### config.mk
export PLATFORM = sky130hd
export DESIGN_NAME = soc_system_led_sequencer
export DESIGN_NICKNAME = d
export VERILOG_FILES = /design/src/rtl/soc_system_led_pkg.sv /design/src/rtl/soc_system_led_tick_gen.sv /design/src/rtl/soc_system_led_sequencer.sv
export SDC_FILE = /design/constraint.sdc
export NUM_CORES = 1
export LEC_CHECK = 0
export CAP_MARGIN = 40
export CELL_PAD_IN_SITES_DETAIL_PLACEMENT = 1
export CELL_PAD_IN_SITES_GLOBAL_PLACEMENT = 1
export CORE_MARGIN = 1.5
export CORE_UTILIZATION = 50
export DETAILED_ROUTE_END_ITERATION = 10
export PLACE_DENSITY = 0.89
export SETUP_SLACK_MARGIN = 0.5
export SKIP_LAST_GASP = 1
export SYNTH_ARGS = -nofsm -noshare
export SYNTH_HDL_FRONTEND = slang
export SYNTH_SLANG_ARGS = --single-unit
export TNS_END_PERCENT = 100
### constraint.sdc
create_clock -name clk -period 6.48 [get_ports clk]
set_input_delay 0.972 -clock clk [delete_from_list [all_inputs] [get_ports clk]]
set_output_delay 0.972 -clock clk [all_outputs]
set_load 0.01 [all_outputs]
### src/rtl/soc_system_led_pkg.sv
// Shared definitions for the LED sequencer: command word layout, mode codes and scan direction.
package soc_system_led_pkg;

  localparam int CMD_W        = 5;
  localparam int CMD_MODE_LSB = 3;
  localparam int CMD_ARG_LSB  = 0;
  localparam int PWM_LAST     = 6;

  localparam logic [1:0] MODE_OFF   = 2'd0;
  localparam logic [1:0] MODE_BLINK = 2'd1;
  localparam logic [1:0] MODE_SCAN  = 2'd2;
  localparam logic [1:0] MODE_BAR   = 2'd3;

  typedef enum logic {DIR_UP = 1'b0, DIR_DOWN = 1'b1} dir_e;

  function automatic logic [1:0] cmd_mode(input logic [CMD_W-1:0] c);
    return c[CMD_MODE_LSB +: 2];
  endfunction

  function automatic logic [2:0] cmd_arg(input logic [CMD_W-1:0] c);
    return c[CMD_ARG_LSB +: 3];
  endfunction

endpackage

### src/rtl/soc_system_led_tick_gen.sv
// Base-tick prescaler: pulses tick for one clk every TICK_DIV clks; clear restarts the count.
module soc_system_led_tick_gen #(
  parameter int TICK_DIV = 50000
) (
  input  logic clk,
  input  logic reset,
  input  logic clear,
  output logic tick
);

  localparam int CW = (TICK_DIV > 1) ? $clog2(TICK_DIV) : 1;

  logic [CW-1:0] tick_cnt;

  assign tick = (tick_cnt == CW'(TICK_DIV - 1));

  // NOTE: sequential state uses non-blocking assignments so every register samples pre-edge values.
  always_ff @(posedge clk or posedge reset) begin
    if (reset)              tick_cnt <= '0;
    else if (clear || tick) tick_cnt <= '0;
    else                    tick_cnt <= tick_cnt + CW'(1);
  end

endmodule

### src/rtl/soc_system_led_sequencer.sv
// LED animation engine driven by the PIO command word; any command change restarts the animation.
module soc_system_led_sequencer
  import soc_system_led_pkg::*;
#(
  parameter int NUM_LEDS   = 10,
  parameter int TICK_DIV   = 50000,
  parameter int STEP_TICKS = 100
) (
  input  logic                clk,
  input  logic                reset,
  input  logic [CMD_W-1:0]    cmd,
  output logic [NUM_LEDS-1:0] leds,
  output logic                step
);

  localparam int PW = (NUM_LEDS > 1) ? $clog2(NUM_LEDS) : 1;
  localparam int SW = $clog2(8 * STEP_TICKS);

  logic [CMD_W-1:0]    cmd_q;
  logic [SW-1:0]       step_cnt;
  logic [PW-1:0]       pos;
  dir_e                dir;
  logic                phase;
  logic [2:0]          pwm_cnt;
  logic                restart;
  logic                tick;
  logic [1:0]          mode;
  logic [2:0]          arg;
  logic [SW-1:0]       step_last;
  logic [NUM_LEDS-1:0] pattern;

  assign restart   = (cmd != cmd_q);
  assign mode      = cmd_mode(cmd_q);
  assign arg       = cmd_arg(cmd_q);
  assign step_last = SW'((int'(arg) + 1) * STEP_TICKS - 1);

  soc_system_led_tick_gen #(.TICK_DIV(TICK_DIV)) u_tick_gen (
    .clk   (clk),
    .reset (reset),
    .clear (restart),
    .tick  (tick)
  );

  // NOTE: default assignment first so no path through the case leaves pattern unassigned (no latch).
  always_comb begin
    pattern = '0;
    case (mode)
      MODE_OFF:   pattern = '0;
      MODE_BLINK: pattern = {NUM_LEDS{phase}};
      MODE_SCAN:  pattern = NUM_LEDS'(1) << pos;
      MODE_BAR:   pattern = (pwm_cnt < arg) ? '1 : '0;
      default:    pattern = '0;
    endcase
  end

  always_ff @(posedge clk or posedge reset) begin
    if (reset) begin
      cmd_q    <= '0;
      leds     <= '0;
      step     <= 1'b0;
      step_cnt <= '0;
      pos      <= '0;
      dir      <= DIR_UP;
      phase    <= 1'b1;
      pwm_cnt  <= '0;
    end else begin
      cmd_q <= cmd;
      leds  <= pattern;
      step  <= 1'b0;
      // Restart takes priority over a coincident tick or step.
      if (restart) begin
        step_cnt <= '0;
        pos      <= '0;
        dir      <= DIR_UP;
        phase    <= 1'b1;
        pwm_cnt  <= '0;
      end else if (tick) begin
        pwm_cnt <= (pwm_cnt == 3'(PWM_LAST)) ? 3'd0 : pwm_cnt + 3'd1;
        if (step_cnt == step_last) begin
          step_cnt <= '0;
          step     <= 1'b1;
          phase    <= ~phase;
          if (dir == DIR_UP) begin
            if (pos == PW'(NUM_LEDS - 1)) begin
              pos <= pos - PW'(1);
              dir <= DIR_DOWN;
            end else begin
              pos <= pos + PW'(1);
            end
          end else begin
            if (pos == '0) begin
              pos <= pos + PW'(1);
              dir <= DIR_UP;
            end else begin
              pos <= pos - PW'(1);
            end
          end
        end else begin
          step_cnt <= step_cnt + SW'(1);
        end
      end
    end
  end

endmodule

# After elaboration in Yosys (flattened, before gate mapping)
# Cells that the tools add are included.
op_classes:
  bitwise: 1
  add_sub_neg: 7
  eq_ne: 8
  reduce_logical: 6
  muxes: 27
  shifts: 1
  multipliers: 1
  magnitude_cmp: 1
op_table:
  columns: ["op", "n"]
  rows:
  - ["2-to-1 mux 10 bit", 4]
  - ["one-hot mux 10 bit (4 select lines)", 1]
  - ["2-to-1 mux 4 bit", 6]
  - ["adder 16 x 1 -> 16 bit (second input constant)", 1]
  - ["equality test 16 bit (second input constant)", 1]
  - ["2-to-1 mux 16 bit", 1]
  - ["2-to-1 mux 1 bit", 12]
  - ["adder 10 x 1 -> 10 bit (second input constant)", 1]
  - ["equality test 10 bit", 1]
  - ["<< shifter 1 x 4 -> 10 bit (first input constant)", 1]
  - ["subtractor 10 x 1 -> 10 bit (second input constant)", 1]
  - ["2-to-1 mux 3 bit", 3]
  - ["multiplier 4 x 5 -> 8 bit (second input constant)", 1]
  - ["inequality test 5 bit", 1]
  - ["adder 3 x 1 -> 4 bit (second input constant)", 1]
  - ["adder 4 x 1 -> 4 bit (second input constant)", 1]
  - ["equality test 2 bit (second input constant)", 2]
  - ["equality test 4 bit (second input constant)", 1]
  - ["logical NOT 4 bit", 1]
  - ["nonzero test 2 bit", 2]
  - ["subtractor 4 x 1 -> 4 bit (second input constant)", 1]
  - ["adder 3 x 1 -> 3 bit (second input constant)", 1]
  - ["equality test 3 bit (second input constant)", 1]
  - ["less-than comparator 3 bit", 1]
  - ["other kinds (5)", 5]
totals:
  wordCells: 61
  out_inout_bits: 11
  reg_bits: 51
  input_bits: 7

# Depth between registers and ports, before layout
depth:
  depth_word: 7
  ltp_mapped: 13
  ltp_nobuf: 12

# By module
# From an unflattened synthesis, not the netlist that was laid out.
hier_totals:
  hier_cells: 309
  area_unflattened_um2: 3064.2
modules_own_cells:
  columns: ["mod", "seq_area_each_um2", "cells_each", "n_inst", "area_each_um2"]
  rows:
  - ["soc_system_led_sequencer", 877.1, 226, 1, 2202.1]
  - ["soc_system_led_tick_gen", 400.4, 83, 1, 862.1]

# Least setup slack after synthesis
# OpenSTA, ideal clock, no wires.
synth_timing:
  kind: "register to register"
  startpoint: "register cmd_q[0]"
  endpoint: "register step"
  arrival_ns: 3.594
  setup_time_ns: 0.086
  path_slack_ns: 2.800
  required_ns: 6.394
  stages_incl_launch_ff: 13
  period_less_slack_ns: 3.680
  cell_sequence: "dfrtp_1 -> clkbuf_1 -> inv_1 -> ha_1 -> inv_1 -> ha_1 -> fa_1 -> xor2_1 -> a2111oi_0 -> xnor2_1 -> o211ai_2 -> or4_1 -> nor3_1"
synth_between:
  elab_chain_len: 7
synth_rtl:
  columns: ["element", "line_no", "source"]
  rows:
  - ["start: declaration", "soc_system_led_sequencer.sv:19", "logic [CMD_W-1:0] cmd_q;"]
  - ["start signal: assignment", "soc_system_led_sequencer.sv:67", "cmd_q <= cmd;"]
  - ["adder 3 x 1 -> 4 bit", "soc_system_led_sequencer.sv:35", "assign step_last = SW'((int'(arg) + 1) * STEP_TICKS - 1);"]
  - ["multiplier 4 x 5 -> 8 bit", "soc_system_led_sequencer.sv:35", null]
  - ["subtractor 10 x 1 -> 10 bit", "soc_system_led_sequencer.sv:35", null]
  - ["equality test 10 bit", "soc_system_led_sequencer.sv:79", "if (step_cnt == step_last) begin"]
  - ["2-to-1 mux 1 bit", "soc_system_led_sequencer.sv:79", null]
  - ["2-to-1 mux 1 bit", "soc_system_led_sequencer.sv:77", "end else if (tick) begin"]
  - ["2-to-1 mux 1 bit (*)", "soc_system_led_sequencer.sv:71", "if (restart) begin"]
  - ["end signal: assignment", "soc_system_led_sequencer.sv:60", "step <= 1'b0;"]
  - ["end signal: assignment", "soc_system_led_sequencer.sv:69", "step <= 1'b0;"]
  - ["end signal: assignment", "soc_system_led_sequencer.sv:81", "step <= 1'b1;"]
  - ["end: declaration", "soc_system_led_sequencer.sv:13", "output logic step"]
# Every way passes the cells marked *; elsewhere a longest branch is shown, timed or not.
# A chain may end at the register's enable or synchronous reset.

# Worst setup path in the final report
# Ends and elaborated chain as after synthesis.

==> flow_summary.ini <==
[outcome]
run_status = completed

[yosys]
ys_seq_area_frac = 0.4205
yosys_warnings = 0
synth.distinct_cells = 58
dominant_cell_type_by_area_after_synthesis = sky130_fd_sc_hd__dfrtp_1
leading_post_synthesis_cells_by_instance_count = sky130_fd_sc_hd__dfrtp_1 (50), sky130_fd_sc_hd__nand2_1 (26), sky130_fd_sc_hd__nor2_1 (21), sky130_fd_sc_hd__xnor2_1 (21), sky130_fd_sc_hd__ha_1 (17)
syn-num-nets = 334
synth_area_leaders = sky130_fd_sc_hd__dfrtp_1 (41%), sky130_fd_sc_hd__ha_1 (7.0%), sky130_fd_sc_hd__xnor2_1 (6.1%)
yosys.cell_count.top_type = sky130_fd_sc_hd__dfrtp_1
synth_top_area_frac = 0.4119
proportion_of_synthesized_flip_flops_having_asynchronous_set_or_reset = 1.000
ys_seq_elements = 51
most_frequently_used_flop_master_after_synthesis = sky130_fd_sc_hd__dfrtp_1
synthesis.area_per_instance_sq_um = 9.831
synthCells = 309
synth-edff-count = 0
synth_area_sq_mm = 0.003038

[die]
floorplan.initialDensity = 0.5162
ios = 18
design.die.area_sq_mm = 0.006552
floorplan_die_width_um = 80.95
core.rowCount = 28
core_sq_mm = 0.005886
die_height_um = 80.95

[cells_and_area]
utilization = 0.5733
antenna_cells = 0
post_route_cells_drive_above_1_share = 0.07669
final.fill_count = 656
final_nets = 350
area_growth_pct = 11.08
final_design_area_no_fill_sq_mm = 0.003374
layout.cells.non_filler = 401

[worst_setup_path]
critical_path_class = reg2reg
worst-endpoint-required_ns = 6.71
cp-startpoint = cmd_q[0]
arrival_ns = 4.17
worst_r2r_startpoint = cmd_q[0]
regToRegEndpoint = step
ff2ff_setup_slack_ns = 2.54
path_max_fanout = 11
worstSetupStartpointType = flop
reg2reg_path_depth = 11
endpoint_kind = flop

[clocking]
clkSlewWorstSetupHoldPaths_ns = 0.10
tritoncts_num_sinks = 51
cts_inserted_buffers = 5
cts_repair_resize_count = 0
root_buffer = sky130_fd_sc_hd__clkbuf_8
tritoncts = done
clkLatencyLatePin_ns = 0.31
htree_levels = 2
post_cts_buffers = 0
cts.path.max_buffers = 2
hold_fix_buffers_cts = 0

[detailed_routing]
vias = 2375
drcViolationCount = 0
detail_route.vias_per_cell = 5.923
first_pass_iters = 4
drt_iter0_markers = 86
postRouteAntennaNets = 0
route.detailed.wl_per_inst_um = 18.08
detail_route.wirelength_mm = 7.250

[global_route]
vias_in_the_first_global_route = 2524
globalRouteOverflowTotal = 0
grt_antenna_before_repair = 0
grt_first_pass_wirelength_mm = 12.28
track_usage = 0.2451
maximum_number_of_pins_on_one_net_before_global_route_repair = 39

[pwr]
totalPowerFinal_mw = 0.6111
ir_drop_mv = 0.09094
pwr_density_cell_mw_per_mm2 = 181.1
power_leakage_nw = 1.427

[timing]
tns_ns = 0
timing.slew.headroom = 0.5790
timing.final.ws_setup_ns = 2.544
worst_slew_pin_slew_ns = 0.6301
fin_hold_ws_ns = 0.4999
maxClockFrequency_ghz = 0.2540
finalCriticalPeriod_ns = 3.936
fin_worst_skew_ns = 0.01093
unrepaired_setup_endpoints_after_global_routing = no
report.final.hold_viol_count = 0
finalMaxSlewViolations = 0
final.period_utilization = 0.6075
finalSetupViolations = 0

[place]
dpl-instance-area_sq_mm = 0.003279
dp.cells = 393
finalWeightedCongestion = 0.8203
place_ws_ns = 2.569
dp_hpwl_mm = 5.401
i_o_buffers = 17

[hold_path]
holdCritPathClass = reg2reg
worstHoldEndpoint = u_tick_gen.tick_cnt[0]
hold_path_startpoint = u_tick_gen.tick_cnt[0]
hold_depth = 1

[job]
drv_cap = 0
## worst max path at each step
stage / endpoint / slack, ns
floorplan: step / 2.80
global placement: step / 2.73
detailed placement: step / 2.57
CTS: step / 2.54
global route: step / 2.29
finish: step / 2.54
## registers in the layout, summed over array words and instances (netlist names)
| signal | count |
|---|---|
| step | 1 |
| cmd_q | 5 |
| u_tick_gen.tick_cnt | 16 |
| step_cnt | 10 |
| leds | 10 |
| pos | 4 |
| phase | 1 |
| pwm_cnt | 3 |
| dir | 1 |
## cell type report
| type | instances | area, sq um | area share |
|---|---|---|---|
| multi-input cells | 233 | 1658 | 0.4913 |
| clock inverters | 1 | 8.758 | 0.002595 |
| repair buffers | 18 | 190.2 | 0.05636 |
| clock buffers | 7 | 86.33 | 0.02558 |
| flip-flops and latches | 51 | 1277 | 0.3786 |
| inverters | 16 | 60.06 | 0.01780 |
| well taps | 75 | 93.84 | 0.02781 |
## cell usage in the layout, fill, tap and decap left out, types with 2 or more instances in the layout
master,synthesis,final
sky130_fd_sc_hd__o21ai_0,10,10
sky130_fd_sc_hd__inv_1,16,15
sky130_fd_sc_hd__dfrtp_1,50,50
sky130_fd_sc_hd__a21oi_1,12,12
sky130_fd_sc_hd__nand3_1,15,15
sky130_fd_sc_hd__and4_1,3,3
sky130_fd_sc_hd__mux2_2,2,2
sky130_fd_sc_hd__nor3_4,3,3
sky130_fd_sc_hd__and3_1,2,2
sky130_fd_sc_hd__nor3_1,16,16
sky130_fd_sc_hd__a31oi_1,2,2
sky130_fd_sc_hd__clkdlybuf4s50_1,0,17
sky130_fd_sc_hd__and2_1,3,3
sky130_fd_sc_hd__a2111oi_0,2,2
sky130_fd_sc_hd__clkbuf_8,0,6
sky130_fd_sc_hd__xnor2_1,21,21
sky130_fd_sc_hd__a211oi_1,2,2
sky130_fd_sc_hd__nor4_1,3,3
sky130_fd_sc_hd__o211a_1,2,2
sky130_fd_sc_hd__xor2_1,13,13
sky130_fd_sc_hd__nand3b_1,5,5
sky130_fd_sc_hd__a21o_1,3,3
sky130_fd_sc_hd__nand2b_1,5,5
sky130_fd_sc_hd__nand2_1,26,26
sky130_fd_sc_hd__o31ai_1,4,4
sky130_fd_sc_hd__nand4_1,7,7
sky130_fd_sc_hd__ha_1,17,17
sky130_fd_sc_hd__or3_1,6,6
sky130_fd_sc_hd__or4_1,3,3
sky130_fd_sc_hd__nor2_1,21,21
## kinds of logic after synthesis
group	after synthesis	synth area share
other	1	0.001234
adder cells (fa/ha/maj)	18	0.07661
buffers and inverters	25	0.03377
flip-flops	51	0.4205
AO/OA/AOI/OAI	48	0.1116
AND/OR/NAND/NOR	128	0.2401
multiplexers	3	0.01071
XOR/XNOR	35	0.1054
## routing by layer
layer / up-vias / wire length, um / global-route usage
met2: 45 / 3852 / 0.4533
met3: 10 / 187 / 0.04157
li1: 1123 / - / -
met1: 1197 / 3113 / 0.2921
met4: 0 / 97 / 0.06379
met5: - / 0 / 0
## critical path, stage by stage, from the launching register on
cell	delay [ns]
sky130_fd_sc_hd__dfrtp_1	0.57
sky130_fd_sc_hd__inv_1	0.12
sky130_fd_sc_hd__ha_1	0.43
sky130_fd_sc_hd__inv_1	0.09
sky130_fd_sc_hd__ha_1	0.32
sky130_fd_sc_hd__fa_1	0.41
sky130_fd_sc_hd__xor2_1	0.19
sky130_fd_sc_hd__a2111oi_0	0.46
sky130_fd_sc_hd__xnor2_1	0.27
sky130_fd_sc_hd__o211ai_2	0.30
sky130_fd_sc_hd__or4_1	0.58
sky130_fd_sc_hd__nor3_1	0.13
## power breakdown
part,switching (mW),internal (mW),leakage (nW)
clock,0.110,0.0878,0.0484
combinational,0.0497,0.0351,0.703
sequential,0.00525,0.324,0.675
Note: power is estimated with default switching activity, not from simulation.
